==> src/rtl/ones_burst_pkg.sv <==
// Shared types and constants for the ones_burst_tx serial burst transmitter.
package ones_burst_pkg;

  // Transmitter phases. The 2-bit encoding is fixed so that other blocks can decode it.
  typedef enum logic [1:0] {
    IDLE = 2'b00,
    ONES = 2'b01,
    TERM = 2'b10,
    GAP  = 2'b11
  } state_e;

  // Width of the optional completed-frame counter.
  localparam int FRAME_CNT_W = 16;

endpackage

==> src/rtl/ones_burst_cnt.sv <==
// Loadable down-counter shared by the ONES and GAP phases of ones_burst_tx.
// It saturates at zero rather than wrapping, and flags when it holds exactly 1.
module ones_burst_cnt #(
  parameter int CNT_W = 4
) (
  input  logic             clk,
  input  logic             rst_n,
  input  logic             load_i,
  input  logic [CNT_W-1:0] load_val_i,
  input  logic             dec_i,
  output logic             last_o
);

  logic [CNT_W-1:0] cnt_q;

  // Load has priority over decrement; decrement stops at zero so the count never wraps.
  always_ff @(posedge clk or negedge rst_n) begin
    if (!rst_n) begin
      cnt_q <= '0;
    end else if (load_i) begin
      cnt_q <= load_val_i;
    end else if (dec_i && (cnt_q != '0)) begin
      cnt_q <= cnt_q - 1'b1;
    end
  end

  assign last_o = (cnt_q == CNT_W'(1));

endmodule

==> src/rtl/ones_burst_tx.sv <==
// Serial burst transmitter: sends len ones, a single zero terminator (done pulse),
// then GAP_LEN low guard cycles before accepting the next frame.
// Optional feature: define ONES_BURST_TX_COUNT_EN to add the 16-bit frame_cnt
// output, which counts every completed frame (including len=0 frames).
module ones_burst_tx
  import ones_burst_pkg::*;
#(
  parameter int CNT_W   = 4,
  parameter int GAP_LEN = 1
) (
  input  logic             clk,
  input  logic             reset,
  input  logic             start,
  input  logic [CNT_W-1:0] len,
  output logic             ready,
  output logic             x_out,
  output logic             done
`ifdef ONES_BURST_TX_COUNT_EN
  ,
  output logic [FRAME_CNT_W-1:0] frame_cnt
`endif
);

  state_e           state_q;
  logic             x_out_q;
  logic             ready_q;
  logic             done_q;

  logic             cnt_load_d;
  logic [CNT_W-1:0] cnt_load_val_d;
  logic             cnt_dec_d;
  logic             cnt_last;

  // Counter control: capture len on a non-empty frame, reload with the gap length
  // in TERM, and count down through the ONES and GAP phases.
  always_comb begin
    cnt_load_d     = 1'b0;
    cnt_load_val_d = len;
    cnt_dec_d      = 1'b0;
    case (state_q)
      IDLE: cnt_load_d = start && (len != '0);
      ONES: cnt_dec_d  = 1'b1;
      TERM: begin
        cnt_load_d     = 1'b1;
        cnt_load_val_d = CNT_W'(GAP_LEN);
      end
      GAP:  cnt_dec_d  = 1'b1;
      default: begin
        cnt_load_d = 1'b0;
        cnt_dec_d  = 1'b0;
      end
    endcase
  end

  ones_burst_cnt #(
    .CNT_W(CNT_W)
  ) u_cnt (
    .clk       (clk),
    .rst_n     (reset),
    .load_i    (cnt_load_d),
    .load_val_i(cnt_load_val_d),
    .dec_i     (cnt_dec_d),
    .last_o    (cnt_last)
  );

  // Frame sequencer with registered outputs: each output is set to the value of the
  // state being entered, so the line changes cleanly on the clock edge.
  always_ff @(posedge clk or negedge reset) begin
    if (!reset) begin
      state_q <= IDLE;
      x_out_q <= 1'b0;
      ready_q <= 1'b1;
      done_q  <= 1'b0;
    end else begin
      done_q <= 1'b0;
      case (state_q)
        IDLE: begin
          if (start) begin
            ready_q <= 1'b0;
            if (len != '0) begin
              state_q <= ONES;
              x_out_q <= 1'b1;
            end else begin
              // Terminator-only frame: line stays low, done still pulses.
              state_q <= TERM;
              done_q  <= 1'b1;
            end
          end
        end
        ONES: begin
          if (cnt_last) begin
            state_q <= TERM;
            x_out_q <= 1'b0;
            done_q  <= 1'b1;
          end
        end
        TERM: begin
          state_q <= GAP;
        end
        GAP: begin
          if (cnt_last) begin
            state_q <= IDLE;
            ready_q <= 1'b1;
          end
        end
        default: begin
          state_q <= IDLE;
          x_out_q <= 1'b0;
          ready_q <= 1'b1;
        end
      endcase
    end
  end

  assign ready = ready_q;
  assign x_out = x_out_q;
  assign done  = done_q;

`ifdef ONES_BURST_TX_COUNT_EN
  logic [FRAME_CNT_W-1:0] frame_cnt_q;

  // Completed-frame count, bumped on the edge that leaves TERM; wraps naturally.
  always_ff @(posedge clk or negedge reset) begin
    if (!reset) begin
      frame_cnt_q <= '0;
    end else if (state_q == TERM) begin
      frame_cnt_q <= frame_cnt_q + 1'b1;
    end
  end

  assign frame_cnt = frame_cnt_q;
`endif

endmodule
==> config.mk <==
export PLATFORM = sky130hd
export DESIGN_NAME = ones_burst_tx
export DESIGN_NICKNAME = d
export VERILOG_FILES = /design/src/rtl/ones_burst_pkg.sv /design/src/rtl/ones_burst_cnt.sv /design/src/rtl/ones_burst_tx.sv
export SDC_FILE = /design/constraint.sdc
export NUM_CORES = 1
export LEC_CHECK = 0
export BUFFER_PORTS_ARGS = -buffer_cell sky130_fd_sc_hd__buf_2
export CAP_MARGIN = 5
export CELL_PAD_IN_SITES_DETAIL_PLACEMENT = 0
export CELL_PAD_IN_SITES_GLOBAL_PLACEMENT = 1
export CORE_AREA = 3 3 43 45
export DETAILED_ROUTE_END_ITERATION = 16
export DIE_AREA = 0 0 46 48
export PLACE_DENSITY = 0.79
export REMOVE_ABC_BUFFERS = 1
export SLEW_MARGIN = 20
export SYNTH_ARGS = -nofsm -noshare
export SYNTH_HDL_FRONTEND = slang
export SYNTH_HIERARCHICAL = 1
export SYNTH_SLANG_ARGS = --single-unit
==> constraint.sdc <==
create_clock -name clk -period 4 [get_ports clk]
set_input_delay 0.4 -clock clk [delete_from_list [all_inputs] [get_ports clk]]
set_output_delay 0.4 -clock clk [all_outputs]
set_load 0.05 [all_outputs]
## Word level (Yosys, flattened, before mapping)

Index checks and enable logic that the tools add are counted.

| storage, ports and cells | value |
|---|---|
| bits in registers | 9 |
| input bits | 7 |
| output and inout port bits | 3 |

| cells by class | value |
|---|---|
| $add $sub $neg | 1 |
| equality and inequality tests | 8 |
| muxes and demuxes | 21 |
| reduce and logical (&&, ||, !) cells | 12 |

Operator list:

| operator | count |
|---|---|
| 2-to-1 mux 4 bit | 3 |
| 2-to-1 mux 1 bit | 9 |
| 2-to-1 mux 2 bit | 4 |
| inequality test 2 bit, second input constant | 4 |
| one-hot mux 1 bit (2 select lines) | 4 |
| one-hot mux 2 bit (4 select lines) | 1 |
| nonzero test 4 bit | 2 |
| AND reduction 3 bit | 2 |
| nonzero test 2 bit | 3 |
| == test 2 bit, second input constant | 2 |
| == test 4 x 1 -> 1 bit, second input constant | 1 |
| AND reduction 4 bit | 1 |
| subtractor 4 x 1 -> 4 bit, second input constant | 1 |
| == test 2 x 1 -> 1 bit, second input constant | 1 |
| logical AND 1 bit | 2 |
| logical NOT 2 bit | 1 |
| OR reduction 2 bit | 1 |

## Logic depth before layout (Yosys ltp)

Gate-level depths: netlist of the first run.

| logic depth | value |
|---|---|
| depth after elaboration | 6 |
| mapped depth | 8 |

## Hierarchy

Netlist of the first run, hierarchy kept.

By module, submodules not included:

| module | times used | cells an instance | area an instance (sq um) |
|---|---|---|---|
| ones_burst_tx | 1 | 36 | 362.8 |
| ones_burst_cnt | 1 | 29 | 265.3 |

## Worst setup path after synthesis of the first run

OpenSTA, ideal clock, no wires.

| timing path | value |
|---|---|
| kind | reg2reg |
| start point | reg state_q[0] |
| end point | reg u_cnt.cnt_q[3] |
| setup time | 126 ps |
| data arrival time | 1557 ps |
| slack | 2317 ps |
| cell stages (with the launch flop) | 8 |
| path buffers | 1 |
| period minus slack after synthesis | 1683 ps |
| path through | dfrtp_1 -> inv_1 -> ha_1 -> buf_2 -> nand2_1 -> o21bai_1 -> nor3_1 -> a221o_1 |

RTL lines:

| what | line | source |
|---|---|---|
| start: declaration | ones_burst_tx.sv:24 | `state_e state_q;` |
| start signal: assignment | ones_burst_tx.sv:70 | `state_q <= IDLE;` |
| start signal: assignment | ones_burst_tx.sv:81 | `state_q <= ONES;` |
| start signal: assignment | ones_burst_tx.sv:85 | `state_q <= TERM;` |
| == test 2 bit or logical NOT 2 bit (tied branches) | ones_burst_tx.sv:40 | `case (state_q)` |
| one-hot mux 1 bit (2 select lines) * | ones_burst_tx.sv:40 |  |
| named net cnt_load_d | ones_burst_tx.sv:29 | `logic cnt_load_d;` |
| 2-to-1 mux 4 bit or nonzero test 2 bit (tied branches) | -- |  |
| end signal: assignment | ones_burst_cnt.sv:21 | `cnt_q <= load_val_i;` |
| end signal: assignment | ones_burst_cnt.sv:23 | `cnt_q <= cnt_q - 1'b1;` |
| end: declaration | ones_burst_cnt.sv:14 | `logic [CNT_W-1:0] cnt_q;` |

The timed path passes the listed nets; every way through them passes the cells marked *.
A chain may end at the register's enable or synchronous reset.

## Final worst setup path of the first run

Ends and elaborated chain as after synthesis.

==> results of run 1 <==
==> metal layers <==
layer	up-vias	track usage (%)
met5	-	0
met4	0	6.818
met1	221	17.61
li1	256	-
met2	14	16.76
met3	0	4.887
==> stage by stage <==
step,hold slack (ps),utilization [%]
finish,465.3,48.17
global route,467.9,48.17
CTS,455.7,48.17
detailed placement,267.9,45.68
global placement,270.8,45.68
floorplan,104.4,-
==> sequential cells by signal, summed over array words and instances, names as in the netlist <==
name and flops:
x_out 1, ready 1, state_q 2, done 1
u_cnt/cnt_q 4
==> where the power goes <==
part	internal (uW)	switching, uW
registers	135	37.1
clock network	36.9	35.1
logic	136	190
==> final cells by class <==
class | instances | area (um2)
repair buffers | 10 | 55.05
well taps | 16 | 20.02
fillers | 148 | 780.7
multi-input cells | 47 | 366.6
clock buffers | 3 | 22.52
inverters | 8 | 30.03
clock inverters | 1 | 5.005
flip-flops and latches | 9 | 226.5
==> path summary, 6_finish.rpt <==
path	end	depth (start not counted)
max	u_cnt/cnt_q[3]	6
min	done	2
max reg2reg	u_cnt/cnt_q[3]	6
min reg2reg	ready	2
max in group asynchronous	ready	2
min in group asynchronous	done	2
==> cell usage in the layout, fill, tap and decap left out, types with 2 or more instances in the layout <==
cell	Yosys	final
buf_2	1	9
inv_1	8	8
dfrtp_1	8	8
ha_1	6	6
nand2_1	4	4
a21oi_1	4	4
nor2b_1	3	3
nor2_1	3	3
mux2i_1	3	3
clkbuf_4	0	3
nor3b_1	3	3
nor3_1	2	2
==> logic make-up (layout without fill, tap and decap cells) <==
family	Yosys count	in the layout	share of synthesized area [%]
multiplexers	4	4	6.574
buffers and inverters	9	22	5.577
flip-flops	9	9	36.06
adder cells (fa/ha/maj)	6	6	11.95
AND/OR/NAND/NOR	23	23	24.70
AO/OA/AOI/OAI	14	14	15.14
==> impl_results.md, run 1 <==
* Reg-to-reg slack, setup at 2110 ps
* Slowest cell on crit path: o21bai_1
* Final max-slew violation count at 0
* Final net count at 92
* #FFs+latches synth at 9
* Most used flip-flop cell after synthesis: dfrtp_1
* Relative slew slack at 67.29%
* Initial detailed-routing violation count at 7
* CP startpoint kind: register
* Final Hold Viols at 0
* Leading area contributor after synthesis: dfrtp_1
* Crit. Startpoint: state_q[0]
* Max cap viols at 0
* Htree depth at 1
* Met3 wire length at 62 um
* Met2 routed WL at 488 um
* Drt pass-1 iters at 4
* CP required at between 4000 and 5000 ps
* Delay of the slowest critical-path stage at 420 ps
* Fin cells at 94
* Core region area at 1506 um2
* Total wire length at 1.109 mm
* Pre-CTS WS at ~2100 ps
* Final WS setup at roughly 2100 ps
* Total CTS buffers at 3
* Post-CTS sizing at 0
* Routed len/inst at 11.80 um
* # DRC at 0
* Top Layer Used: met3
* Min Clock Period, post-route at 1894 ps
* Via Count at 491
* Tot Pwr at about 570 uW
* # diodes at 0
* Final setup vio count at 0
* Clk sinks at 9
* PD cells at about 790 nW/um2
* Worst Path Arrival at 2050 ps
* Hpwl dp at 866.4 um
* Hold Crit Start: start
* Fin Setup TNS at 0 ps
* Maximum fanout along the worst path at 8
* Async set or reset register ratio after synthesis at 100.0%
* Congestion Overflow GR at 0
* Port bufs at 9
* Placed cell count at just under 90
* Post-DRT Antenna Nets at 0
* Top Ports at 10
* Clk_skew at between 10 and 15 ps
* Hold Path Class: in2reg
* RSZ-0062 raised after global routing: no
* Vias/cell at ~5.2
* Clk buf depth at 2
* Critical Path End Type: register
* Post-Syn Area at 628.1 um2
* Tot GR Track Use at 12.72%
* Syn Inst Count at 65
* Cell Area, Placed at 688.2 um2
* Vias in the first global route at approximately 440
* Layout cell share with drive strength beyond 1 at 23.08%
* CP Buf/Inv Count at 1
* Register area share after synthesis at 36.06%
* Post-synth EDFFs at 0
* Worst slew pin tran at 489.7 ps
* Wire length on met1 at 558 um
* Initial antenna violation count at 0
* DIE AREA at 2208 um2
* Post-synth cell types at 31
* Layout area overhead at 15.54%
* Tcrit/Tclk final at approximately 47%
* Avg Inst Size Synth at 9.663 um2
* Postcts setup bufs at 0
* Fmax at 0.5280 GHz
* Die Wd at 46 um
* Largest net degree at the start of global routing at 10
* Status: finished clean
* Cell Chain, Critical Path: inv_1 > ha_1 > nand2_1 > o21bai_1 > nor3_1 > a221o_1
* Leak Pwr at roughly 0.00034 uW
* First-pass GRT wire length at about 1.9 mm
* Hold buffers post-CTS at 1
* Maximum VDD drop at 320.9 uV
* Root buffer cell: clkbuf_4
* Row cnt at 14
* Starting Density at 41.69%
* Most common library cells after synthesis: dfrtp_1 (8), inv_1 (8), ha_1 (6)
* Design Area, Final at just over 700 um2
* Top cells by area, synth: dfrtp_1 (32%), ha_1 (12%), mux2i_1 (4.8%)
* TritonCTS clock tree: yes
* RePlAce Congestion at roughly 0.73
* Worst skew pair latency at 270 ps
* Yosys warning count at 6
* Worst r2r src: state_q[0]
* Setup CP Type: reg2reg
* Yosys top cell area share at 31.87%
* CP delay by family, top: compound AO/OA/AOI/OAI gates
* Clk pin slew, worst setup/hold paths at 70 ps
* Die height at approximately 48 um
Power figures use the tool's default switching activity.
==> run 2: changes to the inputs <==
--- a/config.mk
+++ b/config.mk
@@ -5,14 +5,15 @@
 export SDC_FILE = /design/constraint.sdc
 export NUM_CORES = 1
 export LEC_CHECK = 0
+export ABC_AREA = 1
 export BUFFER_PORTS_ARGS = -buffer_cell sky130_fd_sc_hd__buf_2
 export CAP_MARGIN = 5
 export CELL_PAD_IN_SITES_DETAIL_PLACEMENT = 0
 export CELL_PAD_IN_SITES_GLOBAL_PLACEMENT = 1
-export CORE_AREA = 3 3 43 45
+export CORE_AREA = 3 3 46 48
 export DETAILED_ROUTE_END_ITERATION = 16
-export DIE_AREA = 0 0 46 48
-export PLACE_DENSITY = 0.79
+export DIE_AREA = 0 0 49 51
+export PLACE_DENSITY = 0.76
 export REMOVE_ABC_BUFFERS = 1
 export SLEW_MARGIN = 20
 export SYNTH_ARGS = -nofsm -noshare
==> constraint.sdc (replaced) <==
create_clock -name clk -period 1.92 [get_ports clk]
set_input_delay 0.192 -clock clk [delete_from_list [all_inputs] [get_ports clk]]
set_output_delay 0.192 -clock clk [all_outputs]
set_load 0.05 [all_outputs]
==> run 2 against run 1 <==
Against the previous run:
- clock skew down 10 ps
- via count up 17%
- total power up 150%
- die area up 13%
- global-route usage down 0.41 points
- clock power up 110%
- sequential power up 110%
- final cell count up 39%
- sequential cell count unchanged
- first-iteration DRC count up 71%
- combinational power rose to 2.7 times the previous value
- largest power group unchanged
==> impl_results.md, run 2 <==
* Initial detailed-routing violation count at 12 (was 7)
* Syn Inst Count at 91 (was 65)
* Vias/cell at 4.389 (was 5.223)
* Port bufs at 9 (unchanged)
* Clk sinks at 9 (unchanged)
* Adder-cell share of the synthesized area at 11.52% (was 11.95%)
* TritonCTS clock tree: yes (unchanged)
* Fin Setup TNS at 0 ps (unchanged)
* Worst hold slack at 191.2 ps (was 465.3 ps)
* GR Util met3 at 2.915% (was 4.887%)
* Total wire length at 1.283 mm (was 1.109 mm)
* Worst skew pair latency at 260 ps (was 270 ps)
* Hold Path Class: in2reg (unchanged)
* RSZ-0062 raised after global routing: no (unchanged)
* Tot GR Track Use at 12.31% (was 12.72%)
* Placed cell count at 126 (was 89)
* CP required at 2100 ps (was 4160 ps)
* Post-synth cell types at 18 (was 31)
* Top cells by area, synth: dfrtp_1 (31%), nand2_1 (16%), ha_1 (12%) (was dfrtp_1 (32%), ha_1 (12%), mux2i_1 (4.8%))
* Combinational family with the most area after synthesis: simple AND/OR/NAND/NOR gates (unchanged)
* Most common library cells after synthesis: nand2_1 (28), nor2_1 (13), inv_1 (11) (was dfrtp_1 (8), inv_1 (8), ha_1 (6))
* Largest Register: u_cnt/cnt_q (unchanged)
* Clk_skew at 0.6596 ps (was 10.73 ps)
* Setup CP Type: reg2reg (unchanged)
* Max cap viols at 0 (unchanged)
* Worst r2r src: state_q[0] (unchanged)
* CP startpoint kind: register (unchanged)
* Post-CTS sizing at 0 (unchanged)
* RePlAce Congestion at 0.8232 (was 0.7349)
* Worst Path Arrival at 1800 ps (was 2050 ps)
* Commonest non-fill, non-tap cell in the layout: nand2_1 (was buf_2)
* Drt pass-1 iters at 4 (unchanged)
* Total CTS buffers at 3 (unchanged)
* Clk pin slew, worst setup/hold paths at 70 ps (about the same)
* Die height at 51 um (was 48 um)
* Die Wd at 49 um (was 46 um)
* Hpwl dp at 996.5 um (was 866.4 um)
* Final WS setup at 306.2 ps (was 2106 ps)
* Post-Syn Area at 651.9 um2 (was 628.1 um2)
* Met1 global-route usage at 15.70% (was 17.61%)
* Compound-Gate Fraction of Synth Area at 5.182% (was 15.14%)
* # DRC at 0 (unchanged)
* Maximum VDD drop at 534.6 uV (was 320.9 uV)
* Avg Inst Size Synth at 7.163 um2 (was 9.663 um2)
* Yosys warning count at 6 (unchanged)
* Post-synthesis simple-gate area fraction at 40.88% (was 24.70%)
* Root buffer cell: clkbuf_4 (unchanged)
* Status: finished clean (unchanged)
* Post-DRT Antenna Nets at 0 (unchanged)
* Post-synth EDFFs at 0 (unchanged)
* Top Usage Layer GRT: met2 (was met1)
* Hold Crit Start: start (unchanged)
* Crit. Startpoint: state_q[0] (unchanged)
* Register area share after synthesis at 34.74% (was 36.06%)
* Post-Synth XOR/XNOR Area at 1.344% (was 0%)
* Final max-slew violation count at 0 (unchanged)
* Leading area contributor after synthesis: dfrtp_1 (unchanged)
* Htree depth at 1 (unchanged)
* #FFs+latches synth at 9 (unchanged)
* Worst slew pin tran at 263.7 ps (was 489.7 ps)
* Largest net degree at the start of global routing at 10 (unchanged)
* Final net count at 120 (was 92)
* Initial antenna violation count at 0 (unchanged)
* Yosys top cell area share at 30.71% (was 31.87%)
* Final Hold Viols at 0 (unchanged)
* Min Clock Period, post-route at 1614 ps (was 1894 ps)
* Fmax at 0.6197 GHz (was 0.5280 GHz)
* Most used flip-flop cell after synthesis: dfrtp_1 (unchanged)
* Count leader, synth: nand2_1
* Layout area overhead at 18.43% (was 15.54%)
* Starting Density at 37.35% (was 41.69%)
* Vias in the first global route at 571 (was 442)
* Core region area at 1745 um2 (was 1506 um2)
* Pre-CTS WS at 326.2 ps (was 2096 ps)
* Fin cells at 131 (was 94)
* Top Ports at 10 (unchanged)
* Maximum fanout along the worst path at 8 (unchanged)
* Layout cell share with drive strength beyond 1 at 21.70% (was 23.08%)
* Most frequent cells in the layout: nand2_1 (28), nor2_1 (13), inv_1 (11) (was buf_2 (9), inv_1 (8), dfrtp_1 (8))
* Tcrit/Tclk final at 84.05% (was 47.35%)
* PD cells at 1818 nW/um2 (was 785.6 nW/um2)
* DIE AREA at 2499 um2 (was 2208 um2)
* Top Registers: u_cnt/cnt_q (4), state_q (2) (unchanged)
* Met2 Resource Use GR at 18.55% (was 16.76%)
* Congestion Overflow GR at 0 (unchanged)
* Clk buf depth at 2 (unchanged)
* Leak Pwr at 0.0004296 uW (was 0.0003435 uW)
* First-pass GRT wire length at 2.332 mm (was 1.911 mm)
* Critical Path End Type: register (unchanged)
* Fillcell total at 170 (was 148)
* Routed len/inst at 9.794 um (was 11.80 um)
* Via Count at 575 (was 491)
* Relative slew slack at 82.42% (was 67.29%)
* Max reg flops at 4 (unchanged)
* Multiplexer share of the synthesized area at 0% (was 6.574%)
* Final setup vio count at 0 (unchanged)
* Postcts setup bufs at 0 (unchanged)
* Row cnt at 15 (was 14)
* # diodes at 0 (unchanged)
* Async set or reset register ratio after synthesis at 100.0% (unchanged)
-- run 2: layout make-up --
cell class / instances / area [um2] / share of cell area (%)
multi-input cells: 71 / 384.1 / 49.76
flip-flops and latches: 9 / 226.5 / 29.34
repair buffers: 11 / 62.56 / 8.104
inverters: 11 / 41.29 / 5.348
well taps: 25 / 31.28 / 4.052
clock buffers: 4 / 26.28 / 3.404
-- run 2: cell families after synthesis --
kind of cell,after synthesis
DFF,9
xor gates and xnor gates,1
buffers and inverters,11
and+or+nand+nor,58
adders and majority gates,6
AOI/OAI and AO/OA,6
-- run 2: power breakdown --
group	total [uW]	switching (uW)	internal, uW	leakage [uW]
Sequential	367	74.3	293	0.000110
Combinational	883	560	324	0.000305
Clock	153	72.8	80.2	0.0000150
-- run 2: routing by layer --
| layer | vias up | routed length (um) |
|---|---|---|
| met1 | 252 | 695 |
| met3 | 0 | 47 |
| met4 | 0 | 0 |
| li1 | 313 | - |
| met5 | - | 0 |
| met2 | 10 | 540 |
-- run 2: worst paths after layout --
check | endpoint | depth (start not counted) | slack [ps]
min in group asynchronous | done | 2 | 320
setup reg to reg | u_cnt/cnt_q[1] | 9 | 310
hold / removal | ready | 4 | 190
setup / recovery | u_cnt/cnt_q[1] | 9 | 310
max in group asynchronous | ready | 2 | 1350
hold reg to reg | ready | 2 | 460
-- run 2: timing repair --
| item | CTS | global route |
|---|---|---|
| endpoints found under the setup margin | 0 | 0 |
| endpoints found under the hold margin | 8 | 0 |
| hold buffers | 1 | 0 |
-- run 2: per-stage QoR --
stage | util [%] | total power [uW] | cell area, um2
after floorplan | - | 1069 | 651.9
after global placement | 42.15 | 1253 | 735.7
after detailed placement | 42.15 | 1249 | 735.7
after CTS | 44.23 | 1410 | 772.0
after global routing | 44.23 | 1579 | 772.0
final | 44.23 | 1403 | 772.0
-- run 2: critical path, cell delays in order (launching register included) --
cell and delay, ps:
dfrtp_1 420, inv_1 90, ha_1 310, nand2_1 110
o21bai_1 140, buf_4 170, inv_1 70, nand2_2 100
nand2_1 50, o21ai_1 80
